[config.mk]
export PLATFORM = sky130hd
export DESIGN_NAME = matrix_keypad_scanner
export DESIGN_NICKNAME = d
export VERILOG_FILES = /design/src/rtl/keypad_pkg.sv /design/src/rtl/keypad_debounce.sv /design/src/rtl/matrix_keypad_scanner.sv
export SDC_FILE = /design/constraint.sdc
export NUM_CORES = 1
export LEC_CHECK = 0
export ABC_AREA = 1
export BUFFER_PORTS_ARGS = -buffer_cell sky130_fd_sc_hd__buf_2
export CORE_ASPECT_RATIO = 1.5
export CORE_MARGIN = 1
export CORE_UTILIZATION = 38
export DETAILED_ROUTE_END_ITERATION = 10
export PLACE_DENSITY = 0.59
export SLEW_MARGIN = 20
export SYNTH_ARGS = -nofsm -noshare
export SYNTH_HDL_FRONTEND = slang
export SYNTH_SLANG_ARGS = --single-unit
[constraint.sdc]
create_clock -name clk -period 3.8 [get_ports clk]
set_clock_uncertainty 0.2 [all_clocks]
set_input_delay 0.76 -clock clk [delete_from_list [all_inputs] [get_ports clk]]
set_output_delay 0.76 -clock clk [all_outputs]
set_load 0.005 [all_outputs]
[src/rtl/keypad_pkg.sv]
// Shared constants and scan FSM state type for the 4x4 matrix keypad scanner.
package keypad_pkg;

    localparam int NUM_ROWS = 4;
    localparam int NUM_COLS = 4;

    localparam logic [4:0] NO_KEY = 5'b10000;

    localparam logic [1:0] ST_DRIVE  = 2'd0;
    localparam logic [1:0] ST_SAMPLE = 2'd1;
    localparam logic [1:0] ST_EVAL   = 2'd2;

    typedef enum logic [1:0] {
        DRIVE  = ST_DRIVE,
        SAMPLE = ST_SAMPLE,
        EVAL   = ST_EVAL
    } scan_state_t;

endpackage

[src/rtl/keypad_debounce.sv]
// Debounces per-round scan results into keyvalue/keyfinish.
// Optional auto-repeat of keyfinish is enabled by defining KEYPAD_REPEAT_EN.
module keypad_debounce
    import keypad_pkg::*;
#(
    parameter int DEBOUNCE_SCANS = 10,
    parameter int REPEAT_ROUNDS  = 500
) (
    input  logic       clk,
    input  logic       rst_n,
    input  logic       strobe,
    input  logic [4:0] result,
    output logic [4:0] keyvalue,
    output logic       keyfinish
);

    localparam int CW = $clog2(DEBOUNCE_SCANS + 1);

    if (DEBOUNCE_SCANS < 1 || REPEAT_ROUNDS < 1) begin : g_param_check
        $error("DEBOUNCE_SCANS and REPEAT_ROUNDS must be >= 1");
    end

    logic [CW-1:0] count;
    logic [CW-1:0] count_next;
    logic [4:0]    prev;
    logic          accept;
    logic          repeat_pulse;

    always_comb begin
        if (result == prev) begin
            count_next = (count == CW'(DEBOUNCE_SCANS)) ? count : count + CW'(1);
        end else begin
            count_next = CW'(1);
        end
        accept = strobe && (count_next == CW'(DEBOUNCE_SCANS)) && (result != keyvalue);
    end

`ifdef KEYPAD_REPEAT_EN
    localparam int RW = $clog2(REPEAT_ROUNDS + 1);

    logic [RW-1:0] rep_count;

    // Fires on the EVAL that would bring the count to REPEAT_ROUNDS.
    always_comb begin
        repeat_pulse = strobe && !accept && (keyvalue != NO_KEY)
                       && (rep_count == RW'(REPEAT_ROUNDS - 1));
    end

    always_ff @(posedge clk or negedge rst_n) begin
        if (!rst_n) begin
            rep_count <= '0;
        end else if (strobe) begin
            if (accept || repeat_pulse) begin
                rep_count <= '0;
            end else if (keyvalue != NO_KEY) begin
                rep_count <= rep_count + RW'(1);
            end
        end
    end
`else
    always_comb begin
        repeat_pulse = 1'b0;
    end
`endif

    always_ff @(posedge clk or negedge rst_n) begin
        if (!rst_n) begin
            count     <= '0;
            prev      <= NO_KEY;
            keyvalue  <= NO_KEY;
            keyfinish <= 1'b0;
        end else begin
            keyfinish <= (accept && (result != NO_KEY)) || repeat_pulse;
            if (strobe) begin
                count <= count_next;
                prev  <= result;
            end
            if (accept) begin
                keyvalue <= result;
            end
        end
    end

endmodule

[src/rtl/matrix_keypad_scanner.sv]
// 4x4 active-low keypad scanner: row synchroniser, column scan FSM, round accumulation.
// Define KEYPAD_REPEAT_EN to enable keyfinish auto-repeat in keypad_debounce.
module matrix_keypad_scanner
    import keypad_pkg::*;
#(
    parameter int SCAN_DIV       = 50000,
    parameter int DEBOUNCE_SCANS = 10,
    parameter int REPEAT_ROUNDS  = 500
) (
    input  logic       clk,
    input  logic       rst_n,
    input  logic [3:0] row,
    output logic [3:0] col,
    output logic [4:0] keyvalue,
    output logic       keyfinish
);

    localparam int DW = $clog2(SCAN_DIV);

    if (SCAN_DIV < 4) begin : g_param_check
        $error("SCAN_DIV must be >= 4");
    end

    scan_state_t state;
    logic [DW-1:0] div;
    logic [1:0]    col_idx;
    logic [3:0]    row_meta;
    logic [3:0]    row_sync;
    logic [1:0]    hits;
    logic [3:0]    hit_code;

    logic [2:0]    low_cnt;
    logic [1:0]    low_row;
    logic [2:0]    hit_sum;
    logic [1:0]    hits_next;
    logic [3:0]    code_next;
    logic [4:0]    result;
    logic          strobe;

    always_ff @(posedge clk or negedge rst_n) begin
        if (!rst_n) begin
            row_meta <= '1;
            row_sync <= '1;
        end else begin
            row_meta <= row;
            row_sync <= row_meta;
        end
    end

    // hits saturates at 2: any second low bit in the round means reject.
    always_comb begin
        low_cnt = '0;
        low_row = '0;
        for (int unsigned r = 0; r < NUM_ROWS; r++) begin
            if (!row_sync[r]) begin
                low_cnt = low_cnt + 3'd1;
                low_row = r[1:0];
            end
        end
        hit_sum   = {1'b0, (col_idx == 2'd0) ? 2'd0 : hits} + low_cnt;
        hits_next = (hit_sum > 3'd1) ? 2'd2 : hit_sum[1:0];
        code_next = (low_cnt == 3'd1) ? {low_row, col_idx} : hit_code;
        result    = (hits == 2'd1) ? {1'b0, hit_code} : NO_KEY;
        strobe    = (state == EVAL);
        col       = ~(4'b0001 << col_idx);
    end

    always_ff @(posedge clk or negedge rst_n) begin
        if (!rst_n) begin
            state    <= DRIVE;
            div      <= '0;
            col_idx  <= '0;
            hits     <= '0;
            hit_code <= '0;
        end else begin
            case (state)
                DRIVE: begin
                    if (div == DW'(SCAN_DIV - 2)) begin
                        state <= SAMPLE;
                    end else begin
                        div <= div + DW'(1);
                    end
                end
                SAMPLE: begin
                    hits     <= hits_next;
                    hit_code <= code_next;
                    div      <= '0;
                    col_idx  <= col_idx + 2'd1;
                    state    <= (col_idx == 2'd3) ? EVAL : DRIVE;
                end
                EVAL: begin
                    state <= DRIVE;
                end
                default: begin
                    state <= DRIVE;
                end
            endcase
        end
    end

    keypad_debounce #(
        .DEBOUNCE_SCANS(DEBOUNCE_SCANS),
        .REPEAT_ROUNDS (REPEAT_ROUNDS)
    ) u_debounce (
        .clk      (clk),
        .rst_n    (rst_n),
        .strobe   (strobe),
        .result   (result),
        .keyvalue (keyvalue),
        .keyfinish(keyfinish)
    );

endmodule

==> results.md, run 1 <==
* Area of the mapped netlist at 0.002751 mm2
* Final wirelength at 5440 um
* Post-CTS Setup Inserts at 0
* Fraction of the mapped netlist area in simple logic gates at 0.2965
* Starting DRT DRC Count at 74
* WS Path Type: flop to flop
* Sum of overflow across all layers after global routing at 0
* Buffer cell driving the clock tree root: sky130_fd_sc_hd__clkbuf_8
* Path depth of the worst reg2reg path at 15
* Post-synth EDFFs at 0
* Dominant combinational cell family by area after synthesis: simple AND/OR/NAND/NOR gates
* Synthesized-area fraction occupied by ao, oa, aoi and oai cells at 0.08549
* Cell Chain, Critical Path: inv_1 > ha_1 > inv_1 > nand2_1 > nand2_1 > inv_1 > ha_1 > inv_1 > o21ai_0 > inv_1 > fa_1 > nand3_1 > o21bai_1 > o21ai_0 > inv_1
* Setup tns final at 0 ns
* Pleak at 1.469 nW
* Wire length of the first global-routing pass at 9439 um
* HPWL reported at the end of detailed placement at slightly above 4000 um
* Worst slew pin tran at 0.5902 ns
* Cells resized by post-CTS repair at 0
* Synth Area per Inst at 7.816 um2
* Post-synthesis mux area share at 0
* Power per unit of standard cell area at 292.8 mW/mm2
* Area growth from synthesis to layout at 9.504%
* Crit path launch: row_sync[0]$_DFF_PN1_
* Period Utilization, post-route at 0.7413
* Total number of nets in the final design at 391
* Area of the die at ~0.0076 mm2
* Sequential fraction of the synthesis area at 0.4502
* Avg WL per Cell at 12.06 um
* Finish-stage setup viols at 0
* Top_reg_cell synth: sky130_fd_sc_hd__dfrtp_1
* Die extent in y at 106.2 um
* Row count at 37
* DRC errors left at 0
* Final Max Slew Viols at 0
* Via count at 2217
* Peak Freq at 355.0 MHz
* TritonCTS clock tree: yes
* Setup repair after global routing missed its margin: false
* Result of the run: finished, final reports clean
* Vias in the first global route at 2130
* Register bit count reported by yosys at 49
* Post-layout min period at ~2.8 ns
* Slowest Stage Delay on Critical Path at 0.54 ns
* Headroom to the max-slew limit at 0.6061
* Total GRT Usage at 0.1581
* First-pass DRT Iterations at 4
* Total clock sinks at 49
* Cts bufs inserted at 5
* Count of port buffers added during placement at 15
* Final antenna diode count at 0
* Clock Tree Buf Depth at 2
* Filler-free cell count of the finished design at 451
* Effective utilization at floorplan at 0.3962
* Startpoint kind of the worst setup timing path: flop
* Share of flip-flops with an asynchronous set or reset at 1.000
* Cells after synthesis at 352
* Final Wtd Congestion at 0.8713
* CORE AREA at 0.006944 mm2
* Xor/xnor cell area share of the yosys netlist at 0.01592
* Class of the tightest hold or removal check: flop to flop
* Startpoint of the worst-slack reg-to-reg timing path: row_sync[0]$_DFF_PN1_
* Number of I/O pins at 16
* Fraction of layout instances using a drive strength above 1 at 0.1394
* Worst setup path endpoint: hits[1]$_DFFE_PN0P_
* Number of antenna violations at the first check in global routing at 0
* Pin count of the biggest net entering global routing at 46
* Post-layout power at 0.8820 mW
* Worst vdd ir at ~0.21 mV
* Post-synthesis share of cell area spent on full adders, half adders and majority gates at 0.06185
* Routed via count divided by cell count at ~4.9
* Unique cell type count in the Yosys netlist at 29
* Arrival time of data at the critical path endpoint at roughly 2.8 ns
* Most Frequent Cell on Critical Path: sky130_fd_sc_hd__inv_1
* Post-CTS clock slew at the launch and capture registers of the worst setup and hold paths at 0.10 ns
* Number of H-tree levels at 2
* Synthesized Nets at 371
* Crit path max-delay cell type: sky130_fd_sc_hd__dfstp_2
* Placed Instances at about 440
* Fill cell count at 709
* Total of warnings raised by yosys at 0
* Worst endpoint required time at 3.81 ns
* R2r endpoint: hits[1]$_DFFE_PN0P_
* Capturing element type of the critical path: flop
* Later-pin clock latency in the skew report at 0.31 ns
* Overall die width at 71.48 um
* Post-route ant nets at 0
* Number of max-cap violations at 0
* Hold-fix buffer count after cts at 0
* Number of failing hold endpoints at the final stage at 0
* Reg2Reg Setup Slack at 0.98 ns
* Largest fanout on the critical path at 3
[per-stage QoR]
step | setup slack [ns] | instance area (um2) | hold slack, ns | utilization
6_report | 0.9829 | 3013 | 0.1593 | 0.4339
5_1_grt | 0.6567 | 3013 | 0.1661 | 0.4339
4_1_cts | 0.9501 | 3010 | 0.1610 | 0.4335
3_5_place_dp | 0.9613 | 2919 | 0.1468 | 0.4204
3_3_place_gp | 1.025 | 2919 | 0.1455 | 0.4204
2_1_floorplan | 1.097 | 2751 | 0.1452 | -
[worst min path at each step]
stage                                startpoint               endpoint  slack, ns  cells past startpoint
after floorplan           row_meta[0]$_DFF_PN1_  row_sync[0]$_DFF_PN1_       0.15                      0
after global placement    row_meta[2]$_DFF_PN1_  row_sync[2]$_DFF_PN1_       0.15                      0
after detailed placement  row_meta[3]$_DFF_PN1_  row_sync[3]$_DFF_PN1_       0.15                      0
after CTS                 row_meta[3]$_DFF_PN1_  row_sync[3]$_DFF_PN1_       0.16                      0
after global routing      row_meta[2]$_DFF_PN1_  row_sync[2]$_DFF_PN1_       0.17                      0
final                     row_meta[2]$_DFF_PN1_  row_sync[2]$_DFF_PN1_       0.16                      0
[layer usage]
metal / track usage / routed length, um
met1: 0.1766 / 2292
met2: 0.2952 / 2902
met3: 0.02275 / 117
met4: 0.06303 / 127
met5: 0 / 0
[kinds of logic after synthesis]
group,after synthesis
AOI/OAI and AO/OA,45
DFF,49
buffers and inverters,64
adders and majority gates,13
and+or+nand+nor,176
xor gates and xnor gates,5
[worst max-delay path, delay by kind of cell (launching register included)]
family / cells / cell delay [ns]
buffers and inverters: 6 / 0.33
AOI/OAI and AO/OA: 3 / 0.38
adders and majority gates: 3 / 1.08
and+or+nand+nor: 3 / 0.21
DFF: 1 / 0.54
[layout by cell type, fill, tap and decap left out, types with 3 or more instances in the layout]
master,n
sky130_fd_sc_hd__inv_1,57
sky130_fd_sc_hd__o21ai_1,10
sky130_fd_sc_hd__clkbuf_8,5
sky130_fd_sc_hd__dfrtp_1,39
sky130_fd_sc_hd__nand3_2,4
sky130_fd_sc_hd__nor2_2,5
sky130_fd_sc_hd__buf_4,3
sky130_fd_sc_hd__o21ai_0,26
sky130_fd_sc_hd__buf_2,14
sky130_fd_sc_hd__xor2_1,5
sky130_fd_sc_hd__nor3_1,7
sky130_fd_sc_hd__a21oi_1,3
sky130_fd_sc_hd__dfstp_2,10
sky130_fd_sc_hd__nand2_1,84
sky130_fd_sc_hd__ha_1,12
sky130_fd_sc_hd__o22ai_1,4
sky130_fd_sc_hd__nor2_1,32
sky130_fd_sc_hd__nand4_1,7
sky130_fd_sc_hd__nand3_1,28
[flip-flops by register name, indices dropped and copies added (netlist names)]
name                  flops
hit_code                  4
u_debounce.count          4
state                     2
col_idx                   2
row_meta                  4
u_debounce.keyfinish      1
hits                      2
row_sync                  4
div                      16
u_debounce.prev           5
u_debounce.keyvalue       5
[synth_stat cells (7+ instances only)]
cell type	number	area, um2
sky130_fd_sc_hd__o21ai_0	26	130.1
sky130_fd_sc_hd__nand4_1	7	43.79
sky130_fd_sc_hd__nor3_1	7	35.03
sky130_fd_sc_hd__nand2_1	84	315.3
sky130_fd_sc_hd__nand3_1	28	140.1
sky130_fd_sc_hd__dfrtp_1	39	975.9
sky130_fd_sc_hd__dfstp_2	10	262.8
sky130_fd_sc_hd__o21ai_1	10	50.05
sky130_fd_sc_hd__ha_1	12	150.1
sky130_fd_sc_hd__inv_1	57	214.0
sky130_fd_sc_hd__nor2_1	32	120.1
[cell type report]
| cell class | instances | area (um2) | share of cell area |
|---|---|---|---|
| repair buffers | 17 | 92.59 | 0.03073 |
| flip-flops and latches | 49 | 1239 | 0.4111 |
| well taps | 78 | 97.59 | 0.03239 |
| multi-input cells | 239 | 1265 | 0.4198 |
| clock buffers | 5 | 68.82 | 0.02284 |
| clock inverters | 3 | 22.52 | 0.007475 |
| inverters | 60 | 227.7 | 0.07558 |
[report_power, final]
group / switching, mW / internal (mW) / total [mW]
Clock: 0.187 / 0.131 / 0.318
Sequential: 0.00201 / 0.529 / 0.531
Combinational: 0.0228 / 0.0101 / 0.0328
Power figures use the tool's default switching activity.
==> run 2, diff against run 1 <==
==> constraint.sdc (replaced) <==
create_clock -name clk -period 2.8 [get_ports clk]
set_clock_uncertainty 0.2 [all_clocks]
set_input_delay 0.56 -clock clk [delete_from_list [all_inputs] [get_ports clk]]
set_output_delay 0.56 -clock clk [all_outputs]
set_load 0.005 [all_outputs]
==> run 2 against run 1 <==
  * Worst hold slack worse by 0.15 ns
  * Core utilization rose by 1.6 points
  * Clock-buffer cell count increased by 1
  * Critical path type unchanged
  * Sequential share of layout area shrank 1.5 points
  * Global-route usage up 0.18 points
  * Combinational power rose by 100%
==> results.md, run 2 (synthesis results as in run 1) <==
* Result of the run: finished, final reports clean (unchanged)
* Post-layout min period at 2.705 ns (was 2.817 ns)
* Startpoint of the worst-slack reg-to-reg timing path: row_sync[1]$_DFF_PN1_ (was row_sync[0]$_DFF_PN1_)
* Kind of cell with the highest combined delay on the critical path: adder cells (unchanged)
* Number of antenna violations at the first check in global routing at 0 (unchanged)
* HPWL reported at the end of detailed placement at 4276 um (was 4078 um)
* Crit path max-delay cell type: sky130_fd_sc_hd__dfstp_2 (unchanged)
* Period Utilization, post-route at 0.9660 (was 0.7413)
* Die extent in y at 106.2 um (unchanged)
* Largest fanout on the critical path at 3 (unchanged)
* Area growth from synthesis to layout at 13.60% (was 9.504%)
* Effective utilization at floorplan at 0.3962 (unchanged)
* Post-route ant nets at 0 (unchanged)
* Worst endpoint required time at 2.81 ns (was 3.81 ns)
* Final Max Slew Viols at 0 (unchanged)
* Pleak at 1.501 nW (was 1.469 nW)
* Peak Freq at 369.7 MHz (was 355.0 MHz)
* Post-CTS clock slew at the launch and capture registers of the worst setup and hold paths at 0.09 ns (was 0.10 ns)
* CORE AREA at 0.006944 mm2 (unchanged)
* First-pass DRT Iterations at 4 (unchanged)
* Reg2Reg Setup Slack at 0.1 ns (was 0.98 ns)
* Area of the die at 0.007592 mm2 (unchanged)
* Wire length of the first global-routing pass at 9625 um (was 9439 um)
* Total GRT Usage at 0.1599 (was 0.1581)
* Later-pin clock latency in the skew report at 0.31 ns (about the same)
* Worst slew pin tran at 0.5039 ns (was 0.5902 ns)
* Buffers and inverters on the worst path at 6 (unchanged)
* Overall die width at 71.48 um (unchanged)
* Class of the tightest hold or removal check: input port to asynchronous set/reset pin (was flop to flop)
* Worst slack after detailed placement at -0.02009 ns (was 0.9613 ns)
* Slowest Stage Delay on Critical Path at 0.55 ns (was 0.54 ns)
* Number of I/O pins at 16 (unchanged)
* Fill cell count at 722 (was 709)
* Via count at 2281 (was 2217)
* Headroom to the max-slew limit at 0.6641 (was 0.6061)
* Final antenna diode count at 0 (unchanged)
* Largest registers: div (16), u_debounce.keyvalue (5), u_debounce.prev (5) (unchanged)
* Number of H-tree levels at 2 (unchanged)
* Power per unit of standard cell area at 423.3 mW/mm2 (was 292.8 mW/mm2)
* Startpoint kind of the worst setup timing path: flop (unchanged)
* Row count at 37 (unchanged)
* Vias in the first global route at 2189 (was 2130)
* Final Wtd Congestion at 0.8986 (was 0.8713)
* Number of max-cap violations at 0 (unchanged)
* Total number of nets in the final design at 396 (was 391)
* Cts bufs inserted at 5 (unchanged)
* Slack of the critical path at 0.09521 ns (was 0.9829 ns)
* Leading cell types in the layout, fill and taps excluded: 81 x sky130_fd_sc_hd__nand2_1, 51 x sky130_fd_sc_hd__inv_1, 39 x sky130_fd_sc_hd__dfrtp_1 (was 84 x sky130_fd_sc_hd__nand2_1, 57 x sky130_fd_sc_hd__inv_1, 39 x sky130_fd_sc_hd__dfrtp_1)
* Fin util at 0.4501 (was 0.4339)
* Clock Tree Buf Depth at 2 (unchanged)
* Number of failing hold endpoints at the final stage at 0 (unchanged)
* Fraction of layout instances using a drive strength above 1 at 0.1905 (was 0.1394)
* Routed via count divided by cell count at 5.002 (was 4.916)
* Most frequent standard cell in the layout excluding fill and tap cells: sky130_fd_sc_hd__nand2_1 (unchanged)
* Sum of overflow across all layers after global routing at 0 (unchanged)
* TritonCTS clock tree: yes (unchanged)
* R2r endpoint: hits[1]$_DFFE_PN0P_ (unchanged)
* Finish-stage setup viols at 0 (unchanged)
* Cell Chain, Critical Path: inv_2 > ha_4 > inv_2 > nand2_2 > nand2_2 > buf_6 > xor2_1 > inv_1 > ha_2 > inv_2 > fa_2 > nand3_2 > o21bai_4 > o21ai_1 > inv_1 (was inv_1 > ha_1 > inv_1 > nand2_1 > nand2_1 > inv_1 > ha_1 > inv_1 > o21ai_0 > inv_1 > fa_1 > nand3_1 > o21bai_1 > o21ai_0 > inv_1)
* Most Frequent Cell on Critical Path: sky130_fd_sc_hd__inv_2 (was sky130_fd_sc_hd__inv_1)
* DRC errors left at 0 (unchanged)
* Pin count of the biggest net entering global routing at 21 (was 46)
* Avg WL per Cell at 12.30 um (was 12.06 um)
* Total clock sinks at 49 (unchanged)
* Register with the highest flop count: div (unchanged)
* Starting DRT DRC Count at 68 (was 74)
* Arrival time of data at the critical path endpoint at 2.71 ns (was 2.83 ns)
* Buffer cell driving the clock tree root: sky130_fd_sc_hd__clkbuf_8 (unchanged)
* Count of port buffers added during placement at 15 (unchanged)
* Post-layout power at 1.323 mW (was 0.8820 mW)
* Final design area excluding fillers at 0.003126 mm2 (was 0.003013 mm2)
* Capturing element type of the critical path: flop (unchanged)
* Worst vdd ir at 0.2765 mV (was 0.2149 mV)
* WS Path Type: flop to flop (unchanged)
* Number of flip-flops in the largest register at 16 (unchanged)
* Final wirelength at 5608 um (was 5440 um)
* Cell Area, Placed at 0.002942 mm2 (was 0.002919 mm2)
* Path depth of the worst reg2reg path at 15 (unchanged)
## run 2: changes by cell type in the layout (fill, tap and decap cells not counted), sizes merged
| cell | change |
|---|---|
| bufinv | +1 |
| buf | +5 |
| clkbuf | +1 |
| clkinvlp | +1 |
| clkinv | -3 |
## run 2: routing by layer
layer  routed length (um)  global-route usage  vias up
li1                     -                   -     1163
met1                 2408              0.1853     1075
met2                 2923              0.2891       31
met3                  115             0.02275       12
met4                  161             0.06863        0
met5                    0                   0        -
## run 2: cell type report
| type | instances | area (um2) | share of cell area |
|---|---|---|---|
| Clock buffer | 6 | 82.58 | 0.02642 |
| Clock inverter | 2 | 37.54 | 0.01201 |
| Inverter | 60 | 227.7 | 0.07286 |
| Multi-Input combinational cell | 239 | 1310 | 0.4191 |
| Sequential cell | 49 | 1239 | 0.3963 |
| Tap cell | 78 | 97.59 | 0.03122 |
| Timing Repair Buffer | 22 | 131.4 | 0.04203 |
## run 2: worst max-delay path by stage
stage / from / endpoint / slack (ns) / cells after the start
6_report: row_sync[1]$_DFF_PN1_ / hits[1]$_DFFE_PN0P_ / 0.1 / 15
5_1_grt: row_sync[1]$_DFF_PN1_ / hits[1]$_DFFE_PN0P_ / -0.02 / 15
4_1_cts: row_sync[0]$_DFF_PN1_ / hits[1]$_DFFE_PN0P_ / 0.002 / 15
3_5_place_dp: row_sync[1]$_DFF_PN1_ / hits[1]$_DFFE_PN0P_ / -0.02 / 15
3_3_place_gp: row_sync[0]$_DFF_PN1_ / hits[1]$_DFFE_PN0P_ / 0.04 / 15
2_1_floorplan: row_sync[0]$_DFF_PN1_ / hits[1]$_DFFE_PN0P_ / 0.1 / 15
## run 2: timing repair
| item | 4_1_cts | 5_1_grt |
|---|---|---|
| setup buffers | 1 | 1 |
| setup endpoints to repair | 2 | 2 |
| pin swaps | 0 | 6 |
| endpoints found under the hold margin | 0 | 0 |
| resized for setup | 1 | 17 |
| hold buffers | 0 | 0 |
## run 2: where the power goes
| part | switching [mW] | internal (mW) |
|---|---|---|
| sequential | 0.00399 | 0.718 |
| combinational | 0.0399 | 0.0271 |
| clock | 0.243 | 0.291 |
| total | 0.287 | 1.04 |
## run 2: stage by stage
step,instances,TNS [ns],hold slack [ns]
finish,456,0,0.01045
detailed placement,446,-0.02009,0.1509
global route,456,-0.01669,0.02522
floorplan,352,0,0.06441
CTS,455,0,0.02183
global placement,446,0,0.1452
==> run 3, diff against run 2 <==
--- a/config.mk
+++ b/config.mk
@@ -7,11 +7,15 @@
 export LEC_CHECK = 0
 export ABC_AREA = 1
 export BUFFER_PORTS_ARGS = -buffer_cell sky130_fd_sc_hd__buf_2
+export CELL_PAD_IN_SITES_DETAIL_PLACEMENT = 2
+export CELL_PAD_IN_SITES_GLOBAL_PLACEMENT = 2
 export CORE_ASPECT_RATIO = 1.5
 export CORE_MARGIN = 1
 export CORE_UTILIZATION = 38
+export CTS_BUF_LIST = sky130_fd_sc_hd__clkbuf_8
+export CTS_CLUSTER_SIZE = 14
 export DETAILED_ROUTE_END_ITERATION = 10
-export PLACE_DENSITY = 0.59
+export PLACE_DENSITY = 0.88
 export SLEW_MARGIN = 20
 export SYNTH_ARGS = -nofsm -noshare
 export SYNTH_HDL_FRONTEND = slang
==> run 3 against run 2 <==
  * The run now ends with negative setup slack left
  * Sequential power hardly changed
  * Setup slack worse by 0.18 ns
  * Power is 6.8% lower
  * Non-clock buffer count stayed put
  * Combinational power is 32% higher
  * Worst hold slack better by 0.0066 ns
  * Cell area is 0.44% lower
  * Cell count stayed put
  * Global-route usage is 8.2 points higher
  * First-iteration DRC count is 5.9% lower
  * Highest routed layer unchanged
==> results.md, run 3 (synthesis results as in run 1) <==
* Result of the run: finished with violations (was finished, final reports clean)
* Failing checks: negative setup slack
* Register area at 0.001239 mm2 (unchanged)
* Area growth from synthesis to layout at 13.10% (was 13.60%)
* Worst endpoint required time at 2.82 ns (was 2.81 ns)
* Slack of the critical path at -0.08274 ns (was 0.09521 ns)
* Setup tns final at -0.1324 ns (was 0 ns)
* Number of flip-flops in the largest register at 16 (unchanged)
* Setup repair after global routing missed its margin: true
* Post-layout min period at 2.883 ns (was 2.705 ns)
* Peak Freq at 346.9 MHz (was 369.7 MHz)
* Crit path launch: row_sync[1]$_DFF_PN1_ (unchanged)
* Largest fanout on the critical path at 3 (unchanged)
* Avg WL per Cell at 18.38 um (was 12.30 um)
* Capturing element type of the critical path: flop (unchanged)
* Number of max-cap violations at 0 (unchanged)
* Starting DRT DRC Count at 64 (was 68)
* Later-pin clock latency in the skew report at 0.32 ns (was 0.31 ns)
* Number of antenna violations at the first check in global routing at 0 (unchanged)
* Total GRT Usage at 0.2421 (was 0.1599)
* R2r endpoint: hits[1]$_DFFE_PN0P_ (unchanged)
* First-pass DRT Iterations at 4 (unchanged)
* Final Max Slew Viols at 0 (unchanged)
* HPWL reported at the end of detailed placement at 5763 um (was 4276 um)
* Startpoint kind of the worst setup timing path: flop (unchanged)
* Placed Instances at 446 (unchanged)
* Period Utilization, post-route at 1.030 (was 0.9660)
* Filler-free cell count of the finished design at 456 (unchanged)
* Final wirelength at 8382 um (was 5608 um)
* Hold-fix buffer count after cts at 0 (unchanged)
* Routed via count divided by cell count at 5.371 (was 5.002)
* Internal power consumption at 0.9224 mW (was 1.036 mW)
* Effective utilization at floorplan at 0.3962 (unchanged)
* Pin count of the biggest net entering global routing at 28 (was 21)
* Sum of overflow across all layers after global routing at 0 (unchanged)
* Final Wtd Congestion at 0.7504 (was 0.8986)
* Overall die width at 71.48 um (unchanged)
* Register with the highest flop count: div (unchanged)
* Startpoint of the worst-slack reg-to-reg timing path: row_sync[1]$_DFF_PN1_ (unchanged)
* Via count at 2449 (was 2281)
* Leading cell types in the layout, fill and taps excluded: 82 x sky130_fd_sc_hd__nand2_1, 52 x sky130_fd_sc_hd__inv_1, 39 x sky130_fd_sc_hd__dfrtp_1 (was 81 x sky130_fd_sc_hd__nand2_1, 51 x sky130_fd_sc_hd__inv_1, 39 x sky130_fd_sc_hd__dfrtp_1)
* Final antenna diode count at 0 (unchanged)
* Most frequent standard cell in the layout excluding fill and tap cells: sky130_fd_sc_hd__nand2_1 (unchanged)
* Headroom to the max-slew limit at 0.6668 (was 0.6641)
* Count of port buffers added during placement at 15 (unchanged)
* Power dissipated by switching net loads at 0.3109 mW (was 0.2873 mW)
* WS Path Type: flop to flop (unchanged)
* Clock Tree Buf Depth at 2 (unchanged)
* Worst setup path endpoint: hits[1]$_DFFE_PN0P_ (unchanged)
* Post-route ant nets at 0 (unchanged)
* Multi-input combinational cell area at 0.001333 mm2 (was 0.001310 mm2)
* TritonCTS clock tree: yes (unchanged)
* Number of H-tree levels at 2 (unchanged)
* Total clock sinks at 49 (unchanged)
* Reg2Reg Setup Slack at -0.08 ns (was 0.1 ns)
* Post-layout power at 1.233 mW (was 1.323 mW)
* DRC errors left at 0 (unchanged)
* Area of the die at 0.007592 mm2 (unchanged)
* Cts bufs inserted at 5 (unchanged)
* Die extent in y at 106.2 um (unchanged)
* CORE AREA at 0.006944 mm2 (unchanged)
* Power per unit of standard cell area at 396.3 mW/mm2 (was 423.3 mW/mm2)
* Total number of nets in the final design at 396 (unchanged)
* Number of I/O pins at 16 (unchanged)
* Number of failing hold endpoints at the final stage at 0 (unchanged)
* Combinational share of power at 0.072 (was 0.051)
* Worst vdd ir at 0.3211 mV (was 0.2765 mV)
* Net switching share of the total power at 0.2521 (was 0.2172)
* Cell Chain, Critical Path: inv_2 > ha_4 > nand2_1 > nand2_2 > inv_2 > ha_4 > inv_2 > o21ai_2 > inv_2 > fa_2 > nand3_2 > o21bai_4 > o21ai_2 > inv_1 (was inv_2 > ha_4 > inv_2 > nand2_2 > nand2_2 > buf_6 > xor2_1 > inv_1 > ha_2 > inv_2 > fa_2 > nand3_2 > o21bai_4 > o21ai_1 > inv_1)
* Portion of total power attributed to the clock network at 0.343 (was 0.404)
* Arrival time of data at the critical path endpoint at 2.90 ns (was 2.71 ns)
* Crit path max-delay cell type: sky130_fd_sc_hd__fa_2 (was sky130_fd_sc_hd__dfstp_2)
* Most Frequent Cell on Critical Path: sky130_fd_sc_hd__inv_2 (unchanged)
* Finish-stage setup viols at 2 (was 0)
* Slowest Stage Delay on Critical Path at 0.56 ns (was 0.55 ns)
* Pleak at 1.492 nW (was 1.501 nW)
* Vias in the first global route at 2854 (was 2189)
* Largest registers: div (16), u_debounce.keyvalue (5), u_debounce.prev (5) (unchanged)
* Post-CTS clock slew at the launch and capture registers of the worst setup and hold paths at 0.10 ns (was 0.09 ns)
* Buffer cell driving the clock tree root: sky130_fd_sc_hd__clkbuf_8 (unchanged)
* Class of the tightest hold or removal check: input port to asynchronous set/reset pin (unchanged)
* Path depth of the worst reg2reg path at 14 (was 15)
* Share of power burned in registers at 0.585 (was 0.546)
* Fill cell count at 825 (was 722)
* Fraction of layout instances using a drive strength above 1 at 0.1958 (was 0.1905)
* Worst slew pin tran at 0.4953 ns (was 0.5039 ns)
* Row count at 37 (unchanged)
* Wire length of the first global-routing pass at 13880 um (was 9625 um)
run 3: cell types whose count changed in the layout (fill, tap and decap cells not counted), sizes merged:
cell / change
inv: +2
clkbuf: -1
bufinv: -1
run 3: per-stage QoR:
| step | hold slack (ns) | cell area, um2 | util | worst slack (ns) |
|---|---|---|---|---|
| after floorplan | 0.06441 | 2751 | - | 0.09732 |
| after global placement | 0.1462 | 2942 | 0.4236 | 0.04276 |
| after detailed placement | 0.1478 | 2942 | 0.4236 | -0.1740 |
| after CTS | 0.01583 | 3099 | 0.4463 | 0.01003 |
| after global routing | 0.03699 | 3112 | 0.4481 | -0.1479 |
| final | 0.01708 | 3112 | 0.4481 | -0.08274 |
run 3: routing by layer:
| metal | part of all wire | track usage |
|---|---|---|
| met5 | 0 | 0 |
| met2 | 0.57 | 0.4680 |
| met4 | 0.038 | 0.1218 |
| met3 | 0.016 | 0.03602 |
| met1 | 0.38 | 0.2444 |
run 3: how the worst min path moves through the flow:
| stage | depth (start not counted) | end | slack, ns |
|---|---|---|---|
| 2_1_floorplan | 0 | col_idx[0]$_DFFE_PN0P_ | 0.06 |
| 3_3_place_gp | 0 | row_sync[1]$_DFF_PN1_ | 0.15 |
| 3_5_place_dp | 0 | row_sync[2]$_DFF_PN1_ | 0.15 |
| 4_1_cts | 2 | u_debounce.keyvalue[3]$_DFFE_PN0P_ | 0.02 |
| 5_1_grt | 2 | u_debounce.prev[2]$_DFFE_PN0P_ | 0.04 |
| 6_report | 2 | u_debounce.keyvalue[3]$_DFFE_PN0P_ | 0.02 |
run 3: worst max-delay path, delay by kind of cell, from the launching register on:
kind	cells	cell delay [ns]
fa+ha+maj	3	1.12
compound gates	3	0.38
simple gates	3	0.25
flops	1	0.55
buf+inv	5	0.27
run 3: power groups by stage:
stage / clock, mW / sequential [mW] / combinational, mW
after detailed placement: 0 / 0.734 / 0.0543
after CTS: 0.437 / 0.722 / 0.0760
final: 0.423 / 0.722 / 0.0885
after global routing: 0.458 / 0.723 / 0.0962
after global placement: 0 / 0.734 / 0.0489
after floorplan: 0 / 0.734 / 0.0221
run 3: final cells by class:
class,instances,area share
well taps,78,0.03136
repair buffers,22,0.04222
clock buffers,5,0.02212
flip-flops and latches,49,0.3981
multi-input cells,239,0.4282
clock inverters,3,0.004825
inverters,60,0.07318
run 3: what timing repair did:
item,4_1_cts,5_1_grt
setup endpoints to repair,2,4
gates resized for setup,20,3
buffers inserted,2,0
cloned,0,0
pin swaps,6,1
